## config.mk

```make
export PLATFORM = sky130hd
export DESIGN_NAME = fft_16
export DESIGN_NICKNAME = d
export VERILOG_FILES = /design/src/rtl/fft_16.sv
export SDC_FILE = /design/constraint.sdc
export NUM_CORES = 2
export LEC_CHECK = 0
export BUFFER_PORTS_ARGS = -buffer_cell sky130_fd_sc_hd__buf_2
export CAP_MARGIN = 20
export CORE_MARGIN = 8
export CORE_UTILIZATION = 50
export CTS_BUF_LIST = sky130_fd_sc_hd__clkbuf_8
export CTS_CLUSTER_DIAMETER = 80
export DETAILED_ROUTE_END_ITERATION = 7
export GPL_ROUTABILITY_DRIVEN = 1
export PLACE_DENSITY = 0.72
export RECOVER_POWER = 100
export SLEW_MARGIN = 5
export SYNTH_ARGS = -nofsm -noshare
export SYNTH_HDL_FRONTEND = slang
export SYNTH_SLANG_ARGS = --single-unit
```

## constraint.sdc

```tcl
create_clock -name clk -period 32.6 [get_ports clk]
set_input_delay 3.26 -clock clk [delete_from_list [all_inputs] [get_ports clk]]
set_output_delay 3.26 -clock clk [all_outputs]
set_load 0.005 [all_outputs]
```

## src/rtl/fft_16.sv

```systemverilog
// ============================================================================
// Module   : fft_16
// Brief    : 16-point DFT of 4-bit signed complex samples. Loads 16 samples,
//            computes one complex MAC per cycle for 256 cycles, then streams
//            the 16 bins out in natural order with FFT_Done high.
//            Optional macro FFT_ROUND_EN: outputs are rounded (X+8192)>>>14
//            instead of the raw Q.14 accumulations.
// Revision : 1.0 - initial release
// ============================================================================
`default_nettype none

module fft_16 (
  input  logic               clk,
  input  logic               reset,
  input  logic signed [3:0]  in_real,
  input  logic signed [3:0]  in_image,
  output logic               FFT_Done,
  output logic signed [37:0] out_real,
  output logic signed [37:0] out_image
);

  typedef enum logic [1:0] {
    ST_LOAD    = 2'd0,
    ST_COMPUTE = 2'd1,
    ST_OUTPUT  = 2'd2
  } state_t;

  state_t r_state;
  // LOAD uses [3:0] as sample index, COMPUTE uses {k,n}, OUTPUT uses [4:0]
  logic [7:0]         r_cnt;
  logic signed [3:0]  r_xr [16];
  logic signed [3:0]  r_xi [16];
  logic signed [37:0] r_acc_re;
  logic signed [37:0] r_acc_im;
  logic signed [37:0] r_bin_re [16];
  logic signed [37:0] r_bin_im [16];

  // Q.14 cosine table; sine is the same table delayed by a quarter turn
  function automatic logic signed [15:0] cos_lut(input logic [3:0] m);
    case (m)
      4'd0:    cos_lut = 16'sd16384;
      4'd1:    cos_lut = 16'sd15137;
      4'd2:    cos_lut = 16'sd11585;
      4'd3:    cos_lut = 16'sd6270;
      4'd5:    cos_lut = -16'sd6270;
      4'd6:    cos_lut = -16'sd11585;
      4'd7:    cos_lut = -16'sd15137;
      4'd8:    cos_lut = -16'sd16384;
      4'd9:    cos_lut = -16'sd15137;
      4'd10:   cos_lut = -16'sd11585;
      4'd11:   cos_lut = -16'sd6270;
      4'd13:   cos_lut = 16'sd6270;
      4'd14:   cos_lut = 16'sd11585;
      4'd15:   cos_lut = 16'sd15137;
      default: cos_lut = 16'sd0;
    endcase
  endfunction

  // Output scaling applied when a bin is presented
  function automatic logic signed [37:0] scale_out(input logic signed [37:0] v);
`ifdef FFT_ROUND_EN
    logic signed [37:0] t;
    t = v + 38'sd8192;
    scale_out = t >>> 14;
`else
    scale_out = v;
`endif
  endfunction

  logic [3:0]         w_n;
  logic [3:0]         w_k;
  logic [7:0]         w_nk;
  logic [3:0]         w_m;
  logic signed [15:0] w_c;
  logic signed [15:0] w_s;
  logic signed [19:0] w_a;
  logic signed [19:0] w_b;
  logic signed [19:0] w_c20;
  logic signed [19:0] w_s20;
  logic signed [19:0] w_pr_re;
  logic signed [19:0] w_pr_im;
  logic signed [37:0] w_sum_re;
  logic signed [37:0] w_sum_im;

  // Twiddle index m = (n*k) mod 16 is just the low nibble of the product
  assign w_n     = r_cnt[3:0];
  assign w_k     = r_cnt[7:4];
  assign w_nk    = {4'd0, w_n} * {4'd0, w_k};
  assign w_m     = w_nk[3:0];
  assign w_c     = cos_lut(w_m);
  assign w_s     = cos_lut(w_m - 4'd4);
  assign w_a     = {{16{r_xr[w_n][3]}}, r_xr[w_n]};
  assign w_b     = {{16{r_xi[w_n][3]}}, r_xi[w_n]};
  assign w_c20   = {{4{w_c[15]}}, w_c};
  assign w_s20   = {{4{w_s[15]}}, w_s};
  // (a + jb)(C - jS) = (aC + bS) + j(bC - aS); |result| <= 2^18, fits 20 bits
  assign w_pr_re = (w_a * w_c20) + (w_b * w_s20);
  assign w_pr_im = (w_b * w_c20) - (w_a * w_s20);
  assign w_sum_re = r_acc_re + {{18{w_pr_re[19]}}, w_pr_re};
  assign w_sum_im = r_acc_im + {{18{w_pr_im[19]}}, w_pr_im};

  // Control FSM, sample capture, MAC accumulation and bin output registers
  always_ff @(posedge clk or negedge reset) begin
    if (!reset) begin
      r_state   <= ST_LOAD;
      r_cnt     <= '0;
      r_acc_re  <= '0;
      r_acc_im  <= '0;
      FFT_Done  <= 1'b0;
      out_real  <= '0;
      out_image <= '0;
      for (int i = 0; i < 16; i++) begin
        r_xr[i]     <= '0;
        r_xi[i]     <= '0;
        r_bin_re[i] <= '0;
        r_bin_im[i] <= '0;
      end
    end else begin
      case (r_state)
        ST_LOAD: begin
          r_xr[r_cnt[3:0]] <= in_real;
          r_xi[r_cnt[3:0]] <= in_image;
          if (r_cnt[3:0] == 4'd15) begin
            r_state <= ST_COMPUTE;
            r_cnt   <= '0;
          end else begin
            r_cnt <= r_cnt + 8'd1;
          end
        end
        ST_COMPUTE: begin
          // Last term of bin k: commit the sum and restart the accumulator
          if (w_n == 4'd15) begin
            r_bin_re[w_k] <= w_sum_re;
            r_bin_im[w_k] <= w_sum_im;
            r_acc_re      <= '0;
            r_acc_im      <= '0;
          end else begin
            r_acc_re <= w_sum_re;
            r_acc_im <= w_sum_im;
          end
          if (r_cnt == 8'd255) begin
            r_state <= ST_OUTPUT;
            r_cnt   <= '0;
          end else begin
            r_cnt <= r_cnt + 8'd1;
          end
        end
        ST_OUTPUT: begin
          // Count 16 presents one bin per edge; the 17th edge drops Done
          // and returns to LOAD without capturing a sample
          if (r_cnt[4]) begin
            FFT_Done <= 1'b0;
            r_state  <= ST_LOAD;
            r_cnt    <= '0;
          end else begin
            FFT_Done  <= 1'b1;
            out_real  <= scale_out(r_bin_re[r_cnt[3:0]]);
            out_image <= scale_out(r_bin_im[r_cnt[3:0]]);
            r_cnt     <= r_cnt + 8'd1;
          end
        end
        default: begin
          r_state <= ST_LOAD;
          r_cnt   <= '0;
        end
      endcase
    end
  end

endmodule

`default_nettype wire

```

==> summary.md <==
| Metric | Value |
|---|---|
| Outcome | finished, violations left |
| Failing checks | max-capacitance violations, max-slew violations |
| Yosys top cell by area | dfrtp_1 |
| Yosys reg bits | ~1.5k |
| Clock skew | between 60 and 70 ps |
| Mapped Cells | 6732 |
| Worst-Skew Late Latency | 1000 ps |
| Antenna Violating Nets Remaining | 0 |
| Critical Path RT | 33450 ps |
| Ys Warns | 0 |
| Via count | 51.7k |
| Fmax | 50.0 MHz |
| HPWL Detailed | 117 mm |
| Port bufs | 86 |
| Sw Ratio | 46.0% |
| Nets@finish | 7103 |
| Worst-path clk slew | around 60 ps |
| Top post-synthesis cells by area | dfrtp_1, mux4_2, o21ai_0 |
| Comb pwr share | roughly 48% |
| Mapped Nets | 7131 |
| Worst path most repeated cell | a21o_1 |
| Worst-Margin Slew | ~9000 ps |
| Period utilization | 61.3% |
| Multi-input logic area | 35700 sq um |
| Synth cell types | 73 |
| Top cell type's share of synthesized area | 49.5% |
| DR pass1 iterations | 8 |
| Vias in the first global route | 53.6k |
| Fraction of registers with async set/reset | 100% |
| CTS tree | built |
| Die area | 165000 sq um |
| Synth Cell Area | 76200 sq um |
| WL per Instance | 21.5 um |
| Dominant synthesized flop cell | dfrtp_1 |
| Clk buf depth | 3 |
| Die width | 406 um |
| Critical path type | reg2reg |
| CTS Hold Bufs | 0 |
| DIE HEIGHT | 406 um |
| Setup crit start kind | register |
| Leakage dissipation | 37.9 nW |
| Element type at the critical path end | register |
| Final Setup Violations | 0 |
| Final hold violations | 0 |
| Worst EP arrival | about 21000 ps |
| Pin count of the biggest net entering global routing | 186 |
| Io pins | slightly below 90 |
| Sequential power share | just under 30% |
| H-tree depth | 4 |
| Layout Area Growth over Synthesis | 9.12% |
| Int Power | 3.95 mW |
| Fin util | between 50% and 60% |
| Pwr dens | 87.9 nW/um^2 |
| Worst min path class | reg2reg |
| Peak supply drop | 159 uV |
| Post-route minimum period | between 15000 and 20000 ps |
| Num CTS Buffers | roughly 230 |
| Tot GR Track Use | 23.4% |
| Top sig layer | met5 |
| Slowest Stage Delay on Critical Path | 5710 ps |
| DR vias/cell | 5.79 |
| Layout cells sized above 1 | 18.1% |
| Worst-path fanout max | 95 |
| Row count | 143 |
| Routed wl met2 | about 93 mm |
| Initial antenna violation count | 5 |
| Number of synthesized flops with an enable pin | 0 |
| Std-Cell Core Area | 152000 sq um |
| Most frequent cells in the layout | dfrtp_1, nand2_1, o21ai_0 |
| Fillers | 12.8k |
| Post-CTS Setup Bufs | 0 |
| First-pass GRT wire length | 305 mm |
| CTS resizes | 0 |
| Worst slack, placed | 20250 ps |
| Seq/Total Area, Yosys | 49.5% |
| Routed wl met3 | around 12 mm |
| Most common cell after layout, fill and taps aside | dfrtp_1 |
| Routed wire length | 192 mm |
| Register area | 37700 sq um |
| Avg Inst Size Synth | 11.3 sq um |
| Post-route setup TNS | 0 ps |
| Sw Pwr | 3.36 mW |
| Crit-path slowest cell | clkbuf_1 |
| Starting DRT DRC Count | around 4.3k |
| Met1 WL | 80.2 mm |
| Relative slew slack | -513% |
| Slew Limit Fails | 1956 |
| Root buf cell | clkbuf_8 |
| Clock sink count | 1507 |
| Clk pwr share | between 20% and 30% |
| Final worst slack | 12610 ps |
| Max cap viols | 30 |
| Placed cell count | approximately 8.5k |
| RSZ-0062 raised after global routing | no |
| Grt ovf | 0 |
| Fin cells | 8921 |
| Initial core utilization | around 50% |
| Residual DRC | 0 |
| GP Congestion | 0.942 |
-- through the flow --
step | hold WS [ps] | area (sq um) | power, mW
final | 475 | 83100 | 7.31
after detailed placement | 465 | 78500 | 5.77
after floorplan | 445 | 76200 | 4.55
after CTS | 479 | 83500 | 7.46
after global placement | 455 | 78400 | 5.64
after global routing | 495 | 83100 | 7.81
-- per-layer routing --
| layer | GRT usage, % | up-vias |
|---|---|---|
| li1 | - | 23300 |
| met3 | 4.40 | 385 |
| met1 | 31.7 | 26300 |
| met2 | 38.0 | 1660 |
| met5 | 0 | - |
| met4 | 8.52 | 4 |
-- kinds of logic (layout without fill, tap and decap cells) --
logic type / after synthesis / after routing / synth area share, %
adder cells (fa/ha/maj): 390 / 390 / 8.32
buffers and inverters: 765 / 923 / 3.78
other: 1 / 2 / 0.00492
AO/OA/AOI/OAI: 1471 / 1471 / 10.3
XOR/XNOR: 133 / 133 / 1.56
flip-flops: 1507 / 1507 / 49.5
multiplexers: 785 / 785 / 17.7
AND/OR/NAND/NOR: 1680 / 1680 / 8.86
-- critical path, delay by kind of cell, from the launching register on --
kind	cells	cell delay, ps
muxes	2	720
xor gates and xnor gates	4	980
AOI/OAI and AO/OA	13	3890
DFF	1	1550
adders and majority gates	7	3150
buffers and inverters	3	7250
and+or+nand+nor	7	2250
-- power groups by stage --
stage                     sequential, mW  combinational, mW  clock (mW)
after floorplan                     2.13               2.43           0
after global placement              2.15               3.50           0
after detailed placement            2.15               3.62           0
after CTS                           2.12               3.63        1.70
after global routing                2.14               3.88        1.79
final                               2.12               3.51        1.67
-- synthesized netlist by cell type, types with 4 or more instances --
| master | n |
|---|---|
| and3_1 | 8 |
| a31oi_1 | 17 |
| o21a_1 | 21 |
| nor3_1 | 23 |
| nor2_1 | 196 |
| nand2b_1 | 39 |
| a21oi_1 | 101 |
| o21bai_1 | 14 |
| xor2_1 | 43 |
| o31ai_1 | 9 |
| o21ai_1 | 15 |
| nor2b_1 | 20 |
| ha_1 | 194 |
| o211ai_1 | 8 |
| nand3_1 | 49 |
| mux2_2 | 358 |
| or2_2 | 17 |
| clkbuf_1 | 438 |
| mux4_2 | 412 |
| o21ai_0 | 1175 |
| xnor2_1 | 87 |
| nand4_1 | 7 |
| o21ai_2 | 10 |
| a21o_1 | 48 |
| a2111oi_0 | 4 |
| o22ai_1 | 5 |
| nand2_1 | 1283 |
| or3_1 | 10 |
| dfrtp_1 | 1507 |
| a211oi_1 | 4 |
| mux2i_1 | 14 |
| buf_1 | 46 |
| fa_1 | 195 |
| and2_1 | 14 |
| a22o_1 | 6 |
| inv_1 | 275 |
-- registers in the layout, indices dropped and copies added, names as in the netlist --
register,flops
out_image,38
r_xi,64
out_real,38
r_xr,64
r_acc_re,38
r_acc_im,38
r_state,2
FFT_Done,1
r_cnt,8
r_bin_re,608
r_bin_im,608
-- area by class of cell --
cell class	instances	area share (%)
multi-input combinational	4460	43.0
clock inverter	122	1.12
antenna	1	0.00301
inverter	277	1.25
sequential	1507	45.4
tap	2030	3.05
clock buffer	297	4.92
timing repair buffer	227	1.32
-- worst paths after layout --
path / from / end / slack (ps) / cells past startpoint
setup / recovery: r_cnt[0]$_DFF_PN0_ / r_bin_im[186]$_DFFE_PN0P_ / 12610 / 36
max in group asynchronous: reset / r_bin_im[446]$_DFFE_PN0P_ / 13460 / 3
hold reg to reg: r_bin_im[343]$_DFFE_PN0P_ / r_bin_im[343]$_DFFE_PN0P_ / 480 / 2
hold / removal: r_bin_im[343]$_DFFE_PN0P_ / r_bin_im[343]$_DFFE_PN0P_ / 480 / 2
min in group asynchronous: reset / out_image[24]$_DFFE_PN0P_ / 5490 / 1
setup reg to reg: r_cnt[0]$_DFF_PN0_ / r_bin_im[186]$_DFFE_PN0P_ / 12610 / 36
No activity file was read; power rests on OpenSTA's default activity.
